--- config.mk ---
export PLATFORM = sky130hd
export DESIGN_NAME = irq_conditioner
export DESIGN_NICKNAME = d
export VERILOG_FILES = /design/src/rtl/irq_conditioner.sv
export SDC_FILE = /design/constraint.sdc
export NUM_CORES = 1
export LEC_CHECK = 0
export CAP_MARGIN = 20
export CORE_ASPECT_RATIO = 0.5
export CORE_MARGIN = 4
export CORE_UTILIZATION = 40
export CTS_BUF_LIST = sky130_fd_sc_hd__clkbuf_4 sky130_fd_sc_hd__clkbuf_8 sky130_fd_sc_hd__clkbuf_16
export CTS_CLUSTER_DIAMETER = 150
export DETAILED_ROUTE_END_ITERATION = 10
export SETUP_SLACK_MARGIN = 0.05
export SLEW_MARGIN = 5
export SYNTH_ARGS = -nofsm -noshare
export SYNTH_HDL_FRONTEND = slang
export SYNTH_SLANG_ARGS = --single-unit
--- constraint.sdc ---
create_clock -name clk -period 2.2 [get_ports clk]
set_input_delay 0.44 -clock clk [delete_from_list [all_inputs] [get_ports clk]]
set_output_delay 0.44 -clock clk [all_outputs]
set_load 0.01 [all_outputs]
--- src/rtl/irq_conditioner.sv ---
// External interrupt front end: per-channel synchroniser, debounce filter,
// rising-edge detect, pending latch with sticky overflow and enable masking.
module irq_conditioner #(
  parameter int unsigned NIRQ      = 3,
  parameter int unsigned DB_CYCLES = 16,
  parameter int unsigned CNT_W     = (DB_CYCLES > 1) ? $clog2(DB_CYCLES) : 1
) (
  input  logic            clk,
  input  logic            reset,
  input  logic [NIRQ-1:0] irq_in,
  input  logic [NIRQ-1:0] enable,
  input  logic [NIRQ-1:0] clr,
  output logic [NIRQ-1:0] irq_out,
  output logic [NIRQ-1:0] pending,
  output logic [NIRQ-1:0] ovf
);

  localparam logic [CNT_W-1:0] CNT_MAX = CNT_W'(DB_CYCLES - 1);

  logic [NIRQ-1:0]  s1;
  logic [NIRQ-1:0]  s2;
  logic [NIRQ-1:0]  db;
  logic [NIRQ-1:0]  accept;
  logic [NIRQ-1:0]  rise;
  logic [CNT_W-1:0] cnt [NIRQ];

  // Accept fires on the last qualifying clock of a level change; rise is the 0->1 subset.
  always_comb begin
    accept = '0;
    rise   = '0;
    for (int i = 0; i < int'(NIRQ); i++) begin
      accept[i] = (s2[i] != db[i]) && (cnt[i] == CNT_MAX);
      rise[i]   = accept[i] & s2[i];
    end
  end

  always_ff @(posedge clk) begin
    if (reset) begin
      s1 <= '0;
      s2 <= '0;
      db <= '0;
      for (int i = 0; i < int'(NIRQ); i++) begin
        cnt[i] <= '0;
      end
    end else begin
      s1 <= irq_in;
      s2 <= s1;
      for (int i = 0; i < int'(NIRQ); i++) begin
        if (s2[i] == db[i]) begin
          cnt[i] <= '0;
        end else if (accept[i]) begin
          db[i]  <= s2[i];
          cnt[i] <= '0;
        end else begin
          cnt[i] <= cnt[i] + CNT_W'(1);
        end
      end
    end
  end

  // A qualified edge beats a same-cycle clear so no request is lost.
  always_ff @(posedge clk) begin
    if (reset) begin
      pending <= '0;
      ovf     <= '0;
    end else begin
      for (int i = 0; i < int'(NIRQ); i++) begin
        if (rise[i] && enable[i]) begin
          if (pending[i]) begin
            ovf[i] <= 1'b1;
          end else begin
            pending[i] <= 1'b1;
          end
        end else if (clr[i]) begin
          pending[i] <= 1'b0;
          ovf[i]     <= 1'b0;
        end
      end
    end
  end

  assign irq_out = pending & enable;

endmodule

* Yosys cells after proc, flatten, opt, wreduce, memory -nomap -nowiden
Memory sizes are Yosys's and may differ from the RTL's. Cells that the tools add are included.
Storage, ports and cells: memories kept 1, logic and storage cells 114, input port bits 11, flip-flop bits (word level) 15, RAM bits 12
Cells by class: $add $sub $neg 3, mux-type cells 56, reduce and logical (&&, ||, !) cells 15, equality and inequality tests 12, bitwise operators 16
Memory list:
- cnt | words 3, width 4, rd ports 3, clocked after memory_dff 0, wr ports 3, RTL line 25 | logic [CNT_W-1:0] cnt [NIRQ];
Operators with widths (number):
- 1-bit two-way mux | 47
- 4-bit two-way mux | 9
- 4-bit by 1-bit adder with 4-bit output (second input constant) | 3
- 4-bit == test (second input constant) | 3
- 2-bit AND reduction | 6
- 1-bit OR | 9
- 1-bit logical AND | 6
- 2-bit inequality test (second input constant) | 3
- 2-bit nonzero test | 3
- 1-bit AND | 3
- 3-bit AND | 1
- 1-bit == test | 3
- 1-bit inequality test | 3
- 1-bit NOT | 3

* Depth between registers and ports, before layout
Gate-level depths: netlist of run 1.
word-level depth 8, mapped depth 4

* Worst setup path after synthesis of run 1
No wires, ideal clock.
kind register to register, from mem cnt[1][0] (netlist name), to mem cnt[1][2] (netlist name) (data pin), slack 0.738 ns, required time 2.061 ns, clock period less this slack 1.462 ns, arrival time 1.323 ns, cell stages (with the launch flop) 5, library setup time 0.139 ns, path through edfxtp_1 ha_1 and3_1 or3_1 nor2_1
RTL lines (RTL line):
- start, declared | 25

* Final worst setup path of run 1
from in enable[2], to out irq_out[2]
On the way: word-level cells in the longest chain between the ends 1
Ends and longest elaborated chain:
- start, declared | RTL line 11 | input logic [NIRQ-1:0] enable,
- 3-bit AND | RTL line 82 | assign irq_out = pending & enable;
- end, declared | RTL line 13 | output logic [NIRQ-1:0] irq_out,
No other way between the ends.

==> metrics, run 1 <==
status completed; Vias 800; R2R depth 4; vias in the first global route 740; fillers 248; max-cap violations 0; area fraction of the dominant cell type after synthesis 30.9%; Arrival @ worst endpoint 1590 ps; Root Driver clkbuf_8; clock skew 1.89 ps; RSZ-0062 raised after global routing no; # hold bufs at CTS 0; Max FO, Critical Path 3; hold endpoint s2[2]$_SDFF_PP0_; IO Count 20; fin crit period 2030 ps; hold_sp s1[2]$_SDFF_PP0_; xor-xnor portion of the synthesized cell area 6.75%; Peak VDD IR 515 uV; HPWL after DPL 1410 um; FF-to-FF setup slack 570 ps; CP Class input port to primary output; final hold violation count 0; Total GRT Usage 10.5%; Synth-to-Final Area Change 28.4%; Core Area 2680 um2; area of the mapped netlist 1170 um2; initial antenna violation count 0; register bit count reported by yosys 27; # port buffers 19; Crit. End Element primary output; placed cells 174; Iter 0 DRT Violations 43; Post-Synth Adder-Cell Area 3.22%; Post-CTS Setup Bufs 0; combinational family with the most area after synthesis simple AND/OR/NAND/NOR gates; Clock Pin Slew Worst Setup and Hold Paths 90 ps; CP Launch Type input port; setup violators final 0; Cells after Synth 107; layout cells sized above 1 7.09%; drt wl/cell 10.2 um; largest net degree at the start of global routing 16; post-route setup TNS 0 ps; Synth Area in Compound Gates 6.54%; die height 46.2 um; synth warn 0; Seq/Total Area, Yosys 56.6%; TritonCTS Sinks 27; TritonCTS Buffers 3; first-pass GRT wire length 3120 um; CTS tree built; TritonRoute pass-1 iters 4; Hold WC Path Type flop to flop; most common cell after layout, fill and taps aside clkdlybuf4s50_1; Area contributors post-synth edfxtp_1, dfxtp_1, nor2_1; Overflow after GRT 0; RD Place Congestion 0.716; clk_lat worst skew 260 ps; CTS H-Tree Depth 1; Synth area leader edfxtp_1; Initial Utilization 43.5%; power per cell area 587 nW/um2; Final #Nets 156; ANT cells 0; Die Wd 84.4 um; die area 3900 um2; Tcrit/Tclk final 92.4%; R2R Path Start cnt[2][0]$_SDFFCE_PN0P_; post-synth cell types 27; post-synthesis mux area share 2.57%; total wire length 1810 um; row cnt 13; # DRC 0; Final Non-Filler Cells 178; Avg Cell Area, Syn 10.9 um2; hold depth 1; Static Leak 0.575 nW; Worst EP required 1760 ps; post-synthesis simple-gate area fraction 20.2%; clk buf depth 2; reg-to-reg critical path endpoint cnt[2][2]$_SDFFCE_PN0P_; Peak Freq 0.492 GHz; post-CTS sizing 0; vias per cell 4.49; Pins Over Slew Limit 0; Post-DRT Antenna Nets 0; commonest non-fill, non-tap cells in the layout clkdlybuf4s50_1, dfxtp_1, nor2_1
[metal layers]
| layer | global-route usage (%) | routed length [um] |
|---|---|---|
| met1 | 12.4 | 841 |
| met2 | 18.5 | 895 |
| met3 | 4.82 | 68 |
| met4 | 1.89 | 8 |
| met5 | 0 | 0 |
[cell usage after synthesis]
cell	number
ha_1	3
nand3b_1	1
nor2_1	14
nand3_2	1
mux2i_1	3
xnor2_1	4
edfxtp_1	12
o31a_2	1
and3b_1	1
a21oi_1	3
clkbuf_1	2
xor2_1	5
and2_1	3
or3_4	1
a41oi_1	2
or3_1	2
o32ai_2	1
conb_1	1
nand2_1	3
nor2b_1	6
and3_1	2
dfxtp_1	15
nand2b_1	4
o32ai_1	2
inv_1	10
nand4_1	2
nand3_1	3
[sequential cells by signal, indices dropped and copies added, names as in the netlist]
name,flops
cnt,12
s2,3
db,3
ovf,3
s1,3
pending,3
[final cells by class]
cell class / count / area, um2 / share of cell area [%]
tap: 37 / 46.3 / 3.09
clock inverter: 1 / 5.00 / 0.334
inverter: 10 / 37.5 / 2.50
multi-input combinational: 79 / 503 / 33.6
sequential: 27 / 661 / 44.1
timing repair buffer: 21 / 205 / 13.7
clock buffer: 3 / 41.3 / 2.75
[worst max-delay path: stages]
cell and delay, ps:
clkdlybuf4s50_1 490, and2_1 130, clkdlybuf4s50_1 530
[cells by family after synthesis]
| group | after synthesis |
|---|---|
| flops | 27 |
| xor+xnor | 9 |
| fa+ha+maj | 3 |
| buf+inv | 12 |
| compound gates | 9 |
| simple gates | 43 |
| other cells | 1 |
| mux | 3 |
[stage by stage]
stage | hold slack (ps) | total power (W) | util (%) | cell area, um2 | setup slack [ps]
6_report | 443 | 0.000880 | 55.9 | 1500 | 168
5_1_grt | 462 | 0.000932 | 55.9 | 1500 | 129
4_1_cts | 446 | 0.000897 | 55.9 | 1500 | 164
3_5_place_dp | 430 | 0.000618 | 54.1 | 1450 | 161
3_3_place_gp | 420 | 0.000617 | 54.1 | 1450 | 175
2_1_floorplan | 414 | 0.000590 | - | 1210 | 738
[power by group]
group          internal, W  switching, W
sequential        0.000538     0.0000105
combinational    0.0000337     0.0000249
clock             0.000127      0.000146
total             0.000698      0.000181
[worst max-delay path by stage]
| stage | startpoint | endpoint | slack (ps) | cells past startpoint |
|---|---|---|---|---|
| finish | enable[2] | irq_out[2] | 170 | 3 |
| global route | enable[1] | irq_out[1] | 130 | 3 |
| CTS | enable[1] | irq_out[1] | 160 | 3 |
| detailed placement | enable[1] | irq_out[1] | 160 | 3 |
| global placement | enable[1] | irq_out[1] | 170 | 3 |
| floorplan | cnt[1][0]$_SDFFCE_PN0P_ | cnt[1][2]$_SDFFCE_PN0P_ | 740 | 4 |
(Power assumes the default switching activity.)
==> run 2: changes to the inputs <==
Settings changed: ABC_CLOCK_PERIOD_IN_PS set to 2200, HOLD_SLACK_MARGIN set to 0.1.
==> results of run 2 <==
No change in the layout: final DEF, timing and power equal those of run 1.
==> run 3: changes to the inputs <==
Settings changed: CORE_UTILIZATION 40 to 44, GPL_TIMING_DRIVEN set to 0, PLACE_DENSITY set to 0.72.
==> metrics, run 3 (synthesis gave the netlist of run 1 again) <==
Tcrit/Tclk final 92.5%; CP Launch Type input port; Clock Pin Slew Worst Setup and Hold Paths 80 ps; setup violators final 0; TritonRoute pass-1 iters 2; number of flip-flops in the largest register 12; area taken by flip-flops and latches 661 um2; Hold WC Path Type flop to flop; Final #Nets 156; CP Capture Point irq_out[1]; post-route setup TNS 0 ps; status completed; die height 44.4 um; Worst EP required 1760 ps; Sw Ratio 19.4%; cell area after layout 1490 um2; HPWL after DPL 1360 um; max-cap violations 0; die area 3590 um2; CP startpoint enable[1]; commonest non-fill, non-tap cells in the layout clkdlybuf4s50_1, dfxtp_1, nor2_1; Arrival @ worst endpoint 1590 ps; drt wl/cell 10.1 um; Vias 780; Crit. End Element primary output; fin crit period 2030 ps; clk_lat worst skew 260 ps; final hold violation count 0; Sw Pwr 0.000171 W; largest net degree at the start of global routing 15; Pins Over Slew Limit 0; Place WS 153 ps; power per cell area 592 nW/um2; first-pass GRT wire length 3240 um; clk buf depth 2; Peak Freq 0.491 GHz; TritonCTS Buffers 3; ANT cells 0; # port buffers 19; Overflow after GRT 0; total wire length 1770 um; Initial Utilization 49.2%; Multi-input gate area 503 um2; # DRC 0; fillers 207; RSZ-0062 raised after global routing no; most common cell after layout, fill and taps aside clkdlybuf4s50_1; post-CTS sizing 0; vias per cell 4.43; Total GRT Usage 11.7%; RD Place Congestion 0.719; Post-DRT Antenna Nets 0; reg-to-reg critical path endpoint cnt[1][3]$_SDFFCE_PN0P_; clock network power share 31.5%; initial antenna violation count 0; Seq pwr share 62.1%; Peak VDD IR 411 uV; TritonCTS Sinks 27; Static Leak 0.569 nW; CTS tree built; FF-to-FF setup slack 630 ps; vias in the first global route 811; CP Class input port to primary output; R2R Path Start cnt[1][0]$_SDFFCE_PN0P_; Core Area 2370 um2; row cnt 12; clock skew 1.48 ps; # hold bufs at CTS 0; Iter 0 DRT Violations 35; Placed Area 1440 um2; Max FO, Critical Path 3; Root Driver clkbuf_8; Util after Layout 62.9%; Internal Pwr Total 0.000712 W; Synth-to-Final Area Change 27.8%; Die Wd 80.8 um; Post-CTS Setup Bufs 0; IO Count 20; combinational share of power 6.5%; Final Total Pwr 0.000883 W; CTS H-Tree Depth 1; layout cells sized above 1 5.67%; largest register by flop count cnt; final worst slack 165 ps; R2R depth 4
==> run 3: layout make-up <==
| cell class | instances | share of cell area (%) |
|---|---|---|
| clock buffers | 4 | 3.27 |
| multi-input cells | 79 | 33.7 |
| inverters | 10 | 2.52 |
| well taps | 35 | 2.94 |
| repair buffers | 19 | 12.8 |
| flip-flops and latches | 27 | 44.3 |
| plain buffers | 2 | 0.503 |
==> run 3: critical path, stage by stage <==
cell	delay, ps
clkdlybuf4s50_1	490
and2_1	130
clkdlybuf4s50_1	530
==> run 3: metrics by stage <==
| stage | hold slack, ps | cells |
|---|---|---|
| 2_1_floorplan | 414 | 118 |
| 3_3_place_gp | 418 | 172 |
| 3_5_place_dp | 425 | 172 |
| 4_1_cts | 444 | 176 |
| 5_1_grt | 457 | 176 |
| 6_report | 439 | 176 |
==> run 3: layer usage <==
layer	share of wire [%]	GRT usage (%)	vias up	wire, um
met1	47	13.4	355	829
li1	-	-	418	-
met5	0	0	-	0
met4	0	1.01	0	0
met3	3.6	4.88	0	63
met2	50	21.4	7	878
==> run 3: worst min path at each step <==
stage                           startpoint               end  slack, ps  cells past startpoint
after floorplan           s1[0]$_SDFF_PP0_  s2[0]$_SDFF_PP0_        410                      1
after detailed placement  s1[1]$_SDFF_PP0_  s2[1]$_SDFF_PP0_        430                      1
final                     s1[1]$_SDFF_PP0_  s2[1]$_SDFF_PP0_        440                      1
after global placement    s1[2]$_SDFF_PP0_  s2[2]$_SDFF_PP0_        420                      1
after CTS                 s1[1]$_SDFF_PP0_  s2[1]$_SDFF_PP0_        440                      1
after global routing      s1[1]$_SDFF_PP0_  s2[1]$_SDFF_PP0_        460                      1
==> run 3: power by group through the flow <==
| stage | Clock (W) | Combinational [W] | Sequential, W |
|---|---|---|---|
| floorplan | 0 | 0.0000322 | 0.000557 |
| global placement | 0 | 0.0000560 | 0.000559 |
| detailed placement | 0 | 0.0000565 | 0.000560 |
| CTS | 0.000293 | 0.0000571 | 0.000548 |
| global route | 0.000319 | 0.0000650 | 0.000550 |
| finish | 0.000278 | 0.0000570 | 0.000548 |
